--- config.mk ---
export PLATFORM = sky130hd
export DESIGN_NAME = pixel_writer
export DESIGN_NICKNAME = d
export VERILOG_FILES = /design/src/rtl/pixel_writer.sv
export SDC_FILE = /design/constraint.sdc
export NUM_CORES = 1
export LEC_CHECK = 0
export CAP_MARGIN = 20
export CORE_AREA = 3 3 210 253
export DETAILED_ROUTE_END_ITERATION = 8
export DIE_AREA = 0 0 213 256
export GPL_TIMING_DRIVEN = 0
export PLACE_DENSITY = 0.74
export SLEW_MARGIN = 20
export SYNTH_ARGS = -nofsm -noshare
export SYNTH_HDL_FRONTEND = slang
export SYNTH_SLANG_ARGS = --single-unit
--- constraint.sdc ---
create_clock -name clock -period 15.3 [get_ports clock]
set_input_delay 3.06 -clock clock [delete_from_list [all_inputs] [get_ports clock]]
set_output_delay 3.06 -clock clock [all_outputs]
set_load 0.1 [all_outputs]
--- src/rtl/pixel_writer.sv ---
// Pixel stream to Avalon-MM framebuffer writer: queues (x, y, colour) words in a small FIFO,
// discards off-screen pixels and issues one 32-bit write per on-screen pixel, in order.
module pixel_writer #(
   parameter int unsigned H_RES      = 640,
   parameter int unsigned V_RES      = 480,
   parameter logic [31:0] FB_BASE    = 32'h0000_0000,
   parameter int unsigned FIFO_DEPTH = 8
) (
   input  logic        clock,
   input  logic        reset_n,
   input  logic [63:0] pixel_data,
   input  logic        pixel_data_valid,
   output logic        pixel_fifo_full,
   output logic        pixel_fifo_empty,
   output logic        busy,
   output logic [31:0] avm_address,
   output logic [31:0] avm_writedata,
   output logic [3:0]  avm_byteenable,
   output logic        avm_write,
   input  logic        avm_waitrequest,
   output logic [31:0] pixels_written,
   output logic [15:0] pixels_clipped
);

   localparam int unsigned AW = (FIFO_DEPTH > 1) ? $clog2(FIFO_DEPTH) : 1;
   localparam logic [AW:0]   LP_DEPTH  = (AW + 1)'(FIFO_DEPTH);
   localparam logic [31:0]   LP_H_RES  = 32'(H_RES);
   localparam logic [31:0]   LP_V_RES  = 32'(V_RES);
   localparam logic [AW-1:0] LP_PTR_1  = AW'(1);

   localparam logic [1:0] IDLE  = 2'd0;
   localparam logic [1:0] CALC  = 2'd1;
   localparam logic [1:0] WRITE = 2'd2;

   logic [63:0]   r_mem [FIFO_DEPTH];
   logic [AW-1:0] r_wr_ptr;
   logic [AW-1:0] r_rd_ptr;
   logic [AW:0]   r_count;

   logic [1:0]  r_state;
   logic [15:0] r_x;
   logic [15:0] r_y;
   logic [31:0] r_col;
   logic [31:0] r_addr;
   logic [31:0] r_wdata;
   logic        r_write;
   logic [31:0] r_written;
   logic [15:0] r_clipped;

   logic        w_full;
   logic        w_empty;
   logic        w_push;
   logic        w_pop;
   logic        w_clip;
   logic [31:0] w_lin;
   logic [31:0] w_addr;
   logic [63:0] w_head;

   assign w_full  = (r_count == LP_DEPTH);
   assign w_empty = (r_count == '0);
   assign w_push  = pixel_data_valid && !w_full;
   assign w_head  = r_mem[r_rd_ptr];

   // Every state that finishes with the current pixel pulls the next one straight from the FIFO.
   always_comb begin
      w_pop = 1'b0;
      unique case (r_state)
         IDLE:    w_pop = !w_empty;
         CALC:    w_pop = w_clip && !w_empty;
         WRITE:   w_pop = !avm_waitrequest && !w_empty;
         default: w_pop = 1'b0;
      endcase
   end

   assign w_clip = ({16'd0, r_x} >= LP_H_RES) || ({16'd0, r_y} >= LP_V_RES);
   assign w_lin  = ({16'd0, r_y} * LP_H_RES) + {16'd0, r_x};
   assign w_addr = FB_BASE + {w_lin[29:0], 2'b00};

   always_ff @(posedge clock) begin
      if (w_push) begin
         r_mem[r_wr_ptr] <= pixel_data;
      end
   end

   always_ff @(posedge clock or negedge reset_n) begin
      if (!reset_n) begin
         r_wr_ptr <= '0;
         r_rd_ptr <= '0;
         r_count  <= '0;
      end else begin
         if (w_push) begin
            r_wr_ptr <= r_wr_ptr + LP_PTR_1;
         end
         if (w_pop) begin
            r_rd_ptr <= r_rd_ptr + LP_PTR_1;
         end
         case ({w_push, w_pop})
            2'b10:   r_count <= r_count + 1'b1;
            2'b01:   r_count <= r_count - 1'b1;
            default: r_count <= r_count;
         endcase
      end
   end

   always_ff @(posedge clock or negedge reset_n) begin
      if (!reset_n) begin
         r_state   <= IDLE;
         r_x       <= '0;
         r_y       <= '0;
         r_col     <= '0;
         r_addr    <= '0;
         r_wdata   <= '0;
         r_write   <= 1'b0;
         r_written <= '0;
         r_clipped <= '0;
      end else begin
         if (w_pop) begin
            r_x   <= w_head[63:48];
            r_y   <= w_head[47:32];
            r_col <= w_head[31:0];
         end
         unique case (r_state)
            IDLE: begin
               if (w_pop) begin
                  r_state <= CALC;
               end
            end
            CALC: begin
               if (w_clip) begin
                  r_clipped <= r_clipped + 16'd1;
                  r_state   <= w_empty ? IDLE : CALC;
               end else begin
                  r_addr  <= w_addr;
                  r_wdata <= r_col;
                  r_write <= 1'b1;
                  r_state <= WRITE;
               end
            end
            WRITE: begin
               if (!avm_waitrequest) begin
                  r_write   <= 1'b0;
                  r_written <= r_written + 32'd1;
                  r_state   <= w_empty ? IDLE : CALC;
               end
            end
            default: r_state <= IDLE;
         endcase
      end
   end

   assign pixel_fifo_full  = w_full;
   assign pixel_fifo_empty = w_empty;
   assign busy             = !w_empty || (r_state != IDLE);
   assign avm_address      = r_addr;
   assign avm_writedata    = r_wdata;
   assign avm_byteenable   = 4'hF;
   assign avm_write        = r_write;
   assign pixels_written   = r_written;
   assign pixels_clipped   = r_clipped;

endmodule

==> results_dict.tcl <==
set metrics [dict create \
    layout_common_cells "512 x edfxtp_1, 189 x nand2_1, 184 x dfrtp_1" \
    timing.final.ws_setup_ns 9.26 \
    clock-sinks 696 \
    end_kind "primary output" \
    drive_above_1_share_pct 16.0 \
    wl_per_cell_um 23.1 \
    drv_cap 0 \
    dp_hpwl_um 40100 \
    area_growth_pct 20.1 \
    cts_buffers 68 \
    htreeDepth 3 \
    rows 91 \
    via_count 15396 \
    maxSlewViolCount 0 \
    boundaryPins 188 \
    synth.avg_cell_area_sq_um 17.0 \
    synth_flop_cell "edfxtp_1" \
    setup_viol 0 \
    nets 2054 \
    critPathMaxStageDelay_ns 1.30 \
    ant_nets 0 \
    grt_pass1_vias 16042 \
    status "finished, final reports clean" \
    fp.dieArea_sq_um 54500 \
    grt-ovfl-total 0 \
    tightest_slew_ns 1.09 \
    peakVddDrop_v 0.000187 \
    async_flop_share_pct 26.4 \
    dr.first_iter.drc_count 1682 \
    drt-total-wl_um 61100 \
    cts_tree "built" \
    finalHoldViolations 0 \
    cp.arrival_ns 2.98 \
    yosysSeqAreaShare_pct 71.8 \
    crit_fanout 5 \
    dieHeight_um 256 \
    track_usage_pct 23.1 \
    yosysWarnings 0 \
    crit_chain "nor4_1 -> clkdlybuf4s50_1" \
    max_freq_ghz 0.165 \
    setup_tns_ns 0 \
    hold_buffers 0 \
    start_util_pct 54.4 \
    die_x_um 213 \
    viasPerCell 5.82 \
    antenna_found_initial 9 \
    timing.final.crit_share_pct 39.5 \
    dr.pass1.iters 7 \
    ys_ff_latch 696 \
    clock-root-buffer "clkbuf_16" \
    cts.clk_slew.worst_paths_ns 0.06 \
    critPathKind "flop to primary output" \
    final_common_cell "edfxtp_1" \
    worstPathRequired_ns 12.24 \
    clk_latency_ns 0.61 \
    finClkSkew_ns 0.0328 \
    ff2ff_setup_slack_ns 11.43 \
    synth-edff-count 512 \
    grt_pass1_wl_um 94300 \
    clk_path_buf_depth 3 \
    synth_area_sq_um 27800 \
    min_period_ns 6.04 \
    synthCells 1641 \
    drcViolationCount 0 \
    synth_cell_types 60 \
    fp.coreArea_sq_um 51100 \
    rsz0062_at_grt "false" \
    cp-start-kind "flop" \
    post_cts_resized 0 \
    leakagePower_nw 12.2 \
    slowest_stage "clkdlybuf4s50_1" \
    hold_class "flop to flop" \
    io_buffers 178 \
    grt_max_degree 94 \
    slew-limit-headroom_pct 27.0 \
    gp_congestion 0.812 \
    cts_setup_buffers 0 \
    pre_cts_slack_ns 9.23 \
    powerDensity_nw_per_um2 206 \
]
==> sequential cells by signal, summed over array words and instances (netlist names), 2 cells and up <==
signal	cells
r_mem	512
avm_writedata	32
pixels_written	32
r_col	32
avm_address	27
pixels_clipped	16
r_x	16
r_y	16
r_count	4
r_rd_ptr	3
r_wr_ptr	3
r_state	2
==> power breakdown <==
part	total [mW]	switching (mW)	internal, mW	leakage (nW)
combinational	2.67	1.56	1.11	4.13
sequential	2.52	0.153	2.36	7.01
clock	1.69	0.694	0.998	1.11
total	6.88	2.41	4.47	12.2
==> cell families (layout without fill, tap and decap cells) <==
group	count (synthesis)	after routing	share of synthesized area, %
flip-flops	696	696	71.8
AND/OR/NAND/NOR	381	381	5.96
buffers and inverters	95	438	1.46
other	2	14	0.0270
XOR/XNOR	74	74	2.44
AO/OA/AOI/OAI	147	147	3.19
adder cells (fa/ha/maj)	51	51	2.37
multiplexers	195	195	12.8
==> per-layer routing <==
metal  GRT usage (%)  share of wire, %  vias to the layer above
li1                -                 -                     6843
met3            5.04               6.9                      103
met1            30.9                40                     7885
met4            8.49               2.9                        8
met2            37.5                50                      557
met5               0             0.084                        -
==> final cells by class <==
cell class / instances / area (sq um)
Antenna cell: 5 / 12.5
Buffer: 75 / 332
Clock buffer: 95 / 1950
Clock inverter: 31 / 348
Fill cell: 3426 / 17700
Inverter: 20 / 75.1
Multi-Input combinational cell: 857 / 7540
Sequential cell: 696 / 20000
Tap cell: 651 / 815
Timing Repair Buffer: 217 / 2380
==> path summary, 6_finish.rpt <==
check                                  startpoint                            end  depth (start not counted)
min                         r_col[27]$_DFFE_PN0P_  avm_writedata[27]$_DFFE_PN0P_                          2
max                        r_count[1]$_DFFE_PN0P_               pixel_fifo_empty                          2
min in group asynchronous                 reset_n  pixels_clipped[6]$_DFFE_PN0P_                          1
max reg2reg                   r_x[11]$_DFFE_PN0P_         r_count[3]$_DFFE_PN0P_                         15
min reg2reg                 r_col[27]$_DFFE_PN0P_  avm_writedata[27]$_DFFE_PN0P_                          2
max in group asynchronous                 reset_n          r_col[27]$_DFFE_PN0P_                          2
==> cells in the mapped netlist (13+ instances only) <==
| master | number | area share (%) |
|---|---|---|
| mux4_2 | 128 | 10 |
| nor2_1 | 99 | 1.3 |
| xnor2_1 | 44 | 1.4 |
| dfrtp_1 | 184 | 17 |
| ha_1 | 48 | 2.2 |
| o21ai_0 | 26 | 0.47 |
| inv_1 | 20 | 0.27 |
| clkbuf_1 | 46 | 0.62 |
| buf_2 | 13 | 0.23 |
| edfxtp_1 | 512 | 55 |
| xor2_1 | 26 | 0.82 |
| nand2_1 | 189 | 2.5 |
| nand4_1 | 14 | 0.31 |
| a21oi_1 | 76 | 1.4 |
| mux2i_1 | 64 | 2.3 |
| nand3_1 | 25 | 0.45 |
==> worst max-delay path, delay by kind of cell (launching register included) <==
kind / cells / cell delay, ns
buf+inv: 1 / 1.30
flops: 1 / 0.42
simple gates: 1 / 0.67
==> through the flow <==
stage	utilization (%)	hold WS [ns]	cell area [sq um]	power (mW)	std cells
2_1_floorplan	-	0.439	27900	4.46	1648
3_3_place_gp	59.6	0.449	30500	5.09	2477
3_5_place_dp	60.9	0.457	31100	5.20	2515
4_1_cts	65.3	0.463	33400	6.92	2641
5_1_grt	65.4	0.495	33400	7.26	2646
6_report	65.4	0.469	33400	6.88	2647
No activity file was read; power rests on OpenSTA's default activity.
